===== src/rtl/serial_byte_loader8bit_defs.vh =====
// rtl/serial_byte_loader8bit_defs.vh - shared state encoding, default bit period and counter width
`ifndef SERIAL_BYTE_LOADER8BIT_DEFS_VH
`define SERIAL_BYTE_LOADER8BIT_DEFS_VH

`define SBL8_ST_IDLE   3'd0
`define SBL8_ST_START  3'd1
`define SBL8_ST_DATA   3'd2
`define SBL8_ST_STOP   3'd3
`define SBL8_ST_LOAD   3'd4
`define SBL8_ST_ERR    3'd5
`define SBL8_ST_BREAK  3'd6

`define SBL8_CLKS_PER_BIT 16
`define SBL8_CNT_W        8

`endif


===== src/rtl/serial_byte_loader8bit_pkg.sv =====
// rtl/serial_byte_loader8bit_pkg.sv - state type, widths and counter helpers for the serial byte loader
package serial_byte_loader8bit_pkg;

`include "serial_byte_loader8bit_defs.vh"

  localparam int CNT_W                = `SBL8_CNT_W;
  localparam int BITN_W               = 3;
  localparam int CLKS_PER_BIT_DEFAULT = `SBL8_CLKS_PER_BIT;

  typedef enum logic [2:0] {
    ST_IDLE  = `SBL8_ST_IDLE,
    ST_START = `SBL8_ST_START,
    ST_DATA  = `SBL8_ST_DATA,
    ST_STOP  = `SBL8_ST_STOP,
    ST_LOAD  = `SBL8_ST_LOAD,
    ST_ERR   = `SBL8_ST_ERR,
    ST_BREAK = `SBL8_ST_BREAK
  } state_t;

  // Terminal value of a counter that must span 'clks' cycles starting from 0.
  function automatic logic [CNT_W-1:0] cnt_last(input int clks);
    return CNT_W'(clks - 1);
  endfunction

endpackage


===== src/rtl/serial_byte_loader8bit_if.sv =====
// rtl/serial_byte_loader8bit_if.sv - serial line in, register-load bus out
interface serial_byte_loader8bit_if;

  logic       RxD;
  logic [7:0] Data;
  logic       Enbar;
  logic       FrameErr;
  logic       Busy;

  // The loader samples the line and drives the register-side signals.
  modport master (
    input  RxD,
    output Data,
    output Enbar,
    output FrameErr,
    output Busy
  );

  // Line driver and downstream register side.
  modport slave (
    output RxD,
    input  Data,
    input  Enbar,
    input  FrameErr,
    input  Busy
  );

endinterface


===== src/rtl/serial_byte_loader8bit_sync2_neg.sv =====
// rtl/serial_byte_loader8bit_sync2_neg.sv - two-flop falling-edge synchronizer, presets to 1 on reset
module sync2_neg (
  input  logic clk,
  input  logic rst,
  input  logic d,
  output logic q
);

  logic meta;

  // Two-stage capture on the falling edge; reset presets both stages to the idle-high level.
  always_ff @(negedge clk) begin
    if (rst) begin
      meta <= 1'b1;
      q    <= 1'b1;
    end else begin
      meta <= d;
      q    <= meta;
    end
  end

endmodule


===== src/rtl/serial_byte_loader8bit.sv =====
// rtl/serial_byte_loader8bit.sv - async serial receiver that loads good bytes into an 8-bit register
`include "serial_byte_loader8bit_defs.vh"

module serial_byte_loader8bit
  import serial_byte_loader8bit_pkg::*;
#(
  parameter int CLKS_PER_BIT = `SBL8_CLKS_PER_BIT
) (
  input  logic                            Clk,
  input  logic                            Rst,
  serial_byte_loader8bit_if.master        bus
);

  // Start bit is re-checked at its midpoint; every later bit is sampled one full period on.
  localparam logic [CNT_W-1:0] HALF_LAST = cnt_last(CLKS_PER_BIT / 2);
  localparam logic [CNT_W-1:0] FULL_LAST = cnt_last(CLKS_PER_BIT);

  logic              rx_s;

  state_t            state_q, state_d;
  logic [CNT_W-1:0]  cnt_q, cnt_d;
  logic [BITN_W-1:0] bitn_q, bitn_d;
  logic [7:0]        shreg_q, shreg_d;
  logic [7:0]        data_q, data_d;
  logic              enbar_q, enbar_d;
  logic              ferr_q, ferr_d;

  sync2_neg u_sync (
    .clk (Clk),
    .rst (Rst),
    .d   (bus.RxD),
    .q   (rx_s)
  );

  // State, counters, assembly register and registered outputs; reset overrides every transition.
  always_ff @(negedge Clk) begin
    if (Rst) begin
      state_q <= ST_IDLE;
      cnt_q   <= '0;
      bitn_q  <= '0;
      shreg_q <= '0;
      data_q  <= 8'h00;
      enbar_q <= 1'b1;
      ferr_q  <= 1'b0;
    end else begin
      state_q <= state_d;
      cnt_q   <= cnt_d;
      bitn_q  <= bitn_d;
      shreg_q <= shreg_d;
      data_q  <= data_d;
      enbar_q <= enbar_d;
      ferr_q  <= ferr_d;
    end
  end

  // Next-state and next-output decode; strobes are set on the transition into LOAD/ERR so they
  // are registered and last exactly the one cycle spent in that state.
  always_comb begin
    state_d = state_q;
    cnt_d   = cnt_q;
    bitn_d  = bitn_q;
    shreg_d = shreg_q;
    data_d  = data_q;
    enbar_d = 1'b1;
    ferr_d  = 1'b0;

    case (state_q)
      ST_IDLE: begin
        if (!rx_s) begin
          state_d = ST_START;
          cnt_d   = '0;
        end
      end

      ST_START: begin
        if (cnt_q == HALF_LAST) begin
          cnt_d = '0;
          if (!rx_s) begin
            state_d = ST_DATA;
            bitn_d  = '0;
          end else begin
            // Line went back high before mid-start: treat as noise.
            state_d = ST_IDLE;
          end
        end else begin
          cnt_d = cnt_q + 1'b1;
        end
      end

      ST_DATA: begin
        if (cnt_q == FULL_LAST) begin
          shreg_d[bitn_q] = rx_s;
          cnt_d           = '0;
          bitn_d          = bitn_q + 1'b1;
          if (bitn_q == 3'd7) begin
            state_d = ST_STOP;
          end
        end else begin
          cnt_d = cnt_q + 1'b1;
        end
      end

      ST_STOP: begin
        if (cnt_q == FULL_LAST) begin
          cnt_d = '0;
          if (rx_s) begin
            state_d = ST_LOAD;
            data_d  = shreg_q;
            enbar_d = 1'b0;
          end else begin
            state_d = ST_ERR;
            ferr_d  = 1'b1;
          end
        end else begin
          cnt_d = cnt_q + 1'b1;
        end
      end

      // Single strobe cycle; IDLE is re-entered immediately so a back-to-back start is caught.
      ST_LOAD: begin
        state_d = ST_IDLE;
      end

      ST_ERR: begin
        state_d = ST_BREAK;
      end

      // Hold off until the line is released so a held-low break never decodes as frames.
      ST_BREAK: begin
        if (rx_s) begin
          state_d = ST_IDLE;
        end
      end

      default: begin
        state_d = ST_IDLE;
      end
    endcase
  end

  assign bus.Data     = data_q;
  assign bus.Enbar    = enbar_q;
  assign bus.FrameErr = ferr_q;
  assign bus.Busy     = (state_q != ST_IDLE);

endmodule


===== src/flat_wrapper.sv =====
// flat-port wrapper written by rule: the top's interface ports become plain ports
module serial_byte_loader8bit_flat import serial_byte_loader8bit_pkg::*;
#(
  parameter int CLKS_PER_BIT = `SBL8_CLKS_PER_BIT
)
  (Clk, Rst, bus_RxD, bus_Data, bus_Enbar, bus_FrameErr, bus_Busy);
  serial_byte_loader8bit_if bus_i ();
  input  logic Clk;
  input  logic Rst;
  input wire logic [$bits(bus_i.RxD)-1:0] bus_RxD;
  output wire logic [$bits(bus_i.Data)-1:0] bus_Data;
  output wire logic [$bits(bus_i.Enbar)-1:0] bus_Enbar;
  output wire logic [$bits(bus_i.FrameErr)-1:0] bus_FrameErr;
  output wire logic [$bits(bus_i.Busy)-1:0] bus_Busy;
  assign bus_i.RxD = bus_RxD;
  assign bus_Data = bus_i.Data;
  assign bus_Enbar = bus_i.Enbar;
  assign bus_FrameErr = bus_i.FrameErr;
  assign bus_Busy = bus_i.Busy;
  serial_byte_loader8bit #(.CLKS_PER_BIT(CLKS_PER_BIT)) u_core (.Clk(Clk), .Rst(Rst), .bus(bus_i));
endmodule

===== config.mk =====
export PLATFORM = sky130hd
export DESIGN_NAME = serial_byte_loader8bit_flat
export DESIGN_NICKNAME = d
export VERILOG_FILES = /design/src/rtl/serial_byte_loader8bit_pkg.sv /design/src/rtl/serial_byte_loader8bit_if.sv /design/src/rtl/serial_byte_loader8bit_sync2_neg.sv /design/src/rtl/serial_byte_loader8bit.sv /design/src/flat_wrapper.sv
export VERILOG_INCLUDE_DIRS = /design/src /design/src/rtl
export SDC_FILE = /design/constraint.sdc
export NUM_CORES = 1
export LEC_CHECK = 0
export CORE_MARGIN = 1
export CORE_UTILIZATION = 34
export CTS_CLUSTER_SIZE = 8
export DETAILED_ROUTE_END_ITERATION = 12
export GPL_TIMING_DRIVEN = 1
export PLACE_DENSITY = 0.5
export SLEW_MARGIN = 25
export SYNTH_ARGS = -nofsm -noshare
export SYNTH_HDL_FRONTEND = slang
export SYNTH_SLANG_ARGS = --single-unit

===== constraint.sdc =====
create_clock -name Clk -period 2.4 [get_ports Clk]
set_clock_uncertainty 0.1 [all_clocks]
set_input_delay 0.48 -clock Clk [delete_from_list [all_inputs] [get_ports Clk]]
set_output_delay 0.48 -clock Clk [all_outputs]
set_load 0.01 [all_outputs]

### After elaboration in Yosys (flattened, before gate mapping)

Index checks and enable logic that the tools add are counted.

| operators by class | value |
|---|---|
| add/subtract/negate cells | 2 |
| $mul | 0 |
| divide/modulo/power cells | 0 |
| magnitude comparators | 2 |
| eq/ne operators | 15 |
| shift-type cells | 0 |
| mux-type cells | 21 |
| bitwise logic cells | 2 |
| reductions and logical operators | 12 |

Operators by type and width:

| cell | number |
|---|---|
| $mux W3 | 9 |
| $mux W8 | 3 |
| $pmux W8 S3 | 1 |
| $pmux W3 S6 | 1 |
| $eq A3 B3 Y1 const B | 3 |
| $add A8 B1 Y8 const B | 1 |
| $bwmux W8 | 1 |
| $eq A8 B3 Y1 const B | 1 |
| $eq A8 B4 Y1 const B | 1 |
| $ne A2 B1 Y1 const B | 4 |
| $eq A3 B2 Y1 const B | 2 |
| $ne A2 B2 Y1 const B | 3 |
| $pmux W3 S2 | 1 |
| $reduce_and A6 Y1 | 1 |
| $reduce_bool A3 Y1 | 2 |
| $lt A3 B4 Y1 const B | 1 |
| $reduce_and A2 Y1 | 2 |
| $reduce_and A4 Y1 | 1 |
| $add A3 B1 Y3 const B | 1 |
| $demux W1 S3 | 1 |
| $eq A3 B1 Y1 const B | 1 |
| $ge A3 B1 Y1 const B | 1 |
| $logic_not A3 Y1 | 1 |
| $mux W1 | 3 |
| other kinds (7) | 8 |

| storage, ports and cells | value |
|---|---|
| register bits | 34 |
| latch bits | 0 |
| bits in writable memories | 0 |
| bits in read-only memories | 0 |
| output and inout bits | 11 |
| memories kept | 0 |

### Depth between registers and ports, before layout

| logic depth | value |
|---|---|
| word-level depth | 5 |
| depth in mapped cells | 6 |
| depth with buffers taken out | 5 |

### Cells and area by module

From an unflattened synthesis, not the netlist that was laid out.

| second synthesis, totals | value |
|---|---|
| cell total of the unflattened synthesis | 187 |
| area total of the unflattened synthesis | 1,667.8 um^2 |

Modules (own cells, without submodules):

| module | instances | cells each | area an instance (um^2) | sequential area each (um^2) |
|---|---|---|---|---|
| serial_byte_loader8bit | 1 | 182 | 1,611.5 | 640.6 |
| sync2_neg | 1 | 5 | 56.3 | 40.0 |

==> qor.yml <==
worst_setup_path:
  critical_path.max_fanout: 2
  worst_ep_required_time_ns: 1.82
  cp-start-kind: "flop"
  critPathKind: "flop to primary output"
  crit_slowest_cell: "dfxtp_2"
  worst_ep_arrival_time_ns: 2.10
  end_kind: "primary output"
  critPathMaxStageDelay_ns: 0.31
  path_cells: "inv_2, nand3_2, buf_6"
drt:
  dr.pass1.iters: 8
  wl_um: 3890
  drtIter0Drc: 122
  routedWlPerCell_um: 12.9
  num_vias: 1596
  ant_nets: 0
  vias_per_cell: 5.30
  drc: 1
finish:
  multiInputGateArea_um2: 918
  seq_area_um2: 694
  nFillCells: 454
  final_common_cell: "inv_1"
  area_growth_pct: 35.1
  antennaDiodeCount: 0
  nNetsFinal: 254
  drive_gt1_share_pct: 26.5
  final_cell_mix: "inv_1 (38), dfxtp_1 (23), buf_4 (21)"
sta:
  slew_viol_final: 0
  setup_viol: 11
  tns_ns: -1.73
  hold_violations: 0
  rsz0062_at_grt: "yes"
  hold-worst-slack_ns: 0.298
  worst_slew_pin_slew_ns: 0.579
  layout_setup_ws_ns: -0.283
  relSlewSlack_pct: 61.3
global_routing:
  grt_pass1_wl_um: 6790
  grtUsageTotal_pct: 17.0
  overflow: 0
  grt_pass1_vias: 1628
  antenna_found_initial: 0
  grt_max_degree: 18
placement:
  pre_cts_slack_ns: -0.805
  place_congestion: 0.799
  portBuffers: 13
  dp_hpwl_um: 2620
power_and_ir_drop:
  power_density_nw_per_um2: 572
  ir_drop_uv: 365
  p_leak_nw: 1.01
die:
  initial_core_util_pct: 36.4
  std_cell_rows: 24
  die_x_um: 71.4
  die_h_um: 71.4
  core_area_um2: 4500
  dieArea_um2: 5100
  io_pins: 14
clocking:
  cts-htree-levels: 2
  cts_buffer_depth: 2
  cts_tree: "yes"
  cts_sinks: 34
  hold_buffers: 0
  cts_root_buf: "clkbuf_8"
  clk_latency_ns: 0.36
  cts_made_buffers: 5
  clk_pin_slew_ns: 0.04
logic_synthesis:
  synth.area.top_cells: "dfxtp_1 (42%), mux2i_1 (8.6%), nor2_1 (4.8%), nand4_1 (3.8%), nand2_1 (3.7%)"
  async_flop_share_pct: 0
  synth_top_area_share_pct: 41.6
  syn_area_um2: 1640
  ys_ff_latch: 34
  synth_flop_cell: "dfxtp_1"
  yosys_warnings: 0
  synthCells: 186
  synth-edff-count: 0
  ys_types: 46
  yosysSeqAreaShare_pct: 41.6
  post_synth.cell_area_avg_um2: 8.81
  synth_nets: 192
  synth_top_area_cell: "dfxtp_1"
status:
  violations: "design-rule violations, negative setup slack"
  status: "finished, violations left"
run:
  drv_cap: 0
min_path:
  min_path_type: "flop to flop"
sequential cells by signal, indices dropped and copies added (netlist names):
register             flops
u_core.bitn_q            3
u_core.bus.Data          8
u_core.bus.Enbar         1
u_core.bus.FrameErr      1
u_core.cnt_q             8
u_core.shreg_q           8
u_core.state_q           3
u_core.u_sync.meta       1
u_core.u_sync.q          1
worst max-delay path, delay by kind of cell, from the launching register on:
kind / cells / cell delay, ns
DFF: 1 / 0.31
and+or+nand+nor: 1 / 0.07
buffers and inverters: 2 / 0.17
final cells by class:
type / count / share of cell area (%)
clock buffers: 5 / 3.11
clock inverters: 37 / 6.39
flip-flops and latches: 34 / 31.4
multi-input cells: 133 / 41.5
well taps: 52 / 2.94
repair buffers: 35 / 13.8
inverters: 5 / 0.848
stage by stage:
stage          power (W)  cell area (µm²)  util, %  std cells
3_5_place_dp    0.000728             1950     43.2        256
3_3_place_gp    0.000726             1950     43.2        256
2_1_floorplan   0.000711             1710        -        186
4_1_cts          0.00130             2190     48.6        300
6_report         0.00126             2210     49.1        301
5_1_grt          0.00137             2210     49.1        301
cells in the mapped netlist (2+ instances only):
master	instances
ha_1	3
mux2i_1	14
dfxtp_1	34
nor3_1	3
o31ai_1	2
nand3_1	7
nor3b_1	5
or2_2	2
a21oi_1	5
and3_1	2
a31oi_1	3
nand4_1	10
inv_1	6
nor2_1	21
o21ai_0	7
a22o_1	2
or4_1	5
clkbuf_1	12
nand2_1	16
cells by family (layout without fill, tap and decap cells):
family                   Yosys count  count (layout)  synth area share [%]
AO/OA/AOI/OAI                     30              30                  12.6
XOR/XNOR                           1               1                 0.535
adder cells (fa/ha/maj)            3               3                  2.29
buffers and inverters             19              82                  4.35
flip-flops                        34              34                  41.6
multiplexers                      15              15                  9.24
AND/OR/NAND/NOR                   84              84                  29.4
routing by layer:
metal,global-route usage (%),up-vias,wire length [µm]
li1,-,807,-
met1,19.6,743,1810
met3,6.47,10,186
met5,0,-,0
met4,13.3,0,80
met2,25.2,36,1810
worst paths after layout:
path,start,end,slack [ns],depth (start not counted)
max,u_core.state_q[1],bus_Busy,-0.28,3
min,u_core.u_sync.meta,u_core.u_sync.q,0.30,1
max reg2reg,u_core.cnt_q[4],u_core.cnt_q[3],0.34,4
min reg2reg,u_core.u_sync.meta,u_core.u_sync.q,0.30,1
power breakdown:
part / switching, W / internal, W
sequential: 0.00000418 / 0.000573
clock: 0.000358 / 0.000273
combinational: 0.0000313 / 0.0000253
what timing repair did:
action                                  CTS  global route
pin swaps                                 1             1
gates resized for setup                  72             4
setup buffers                             3             1
endpoints found under the setup margin   44            12
No activity file was read; power rests on OpenSTA's default activity.
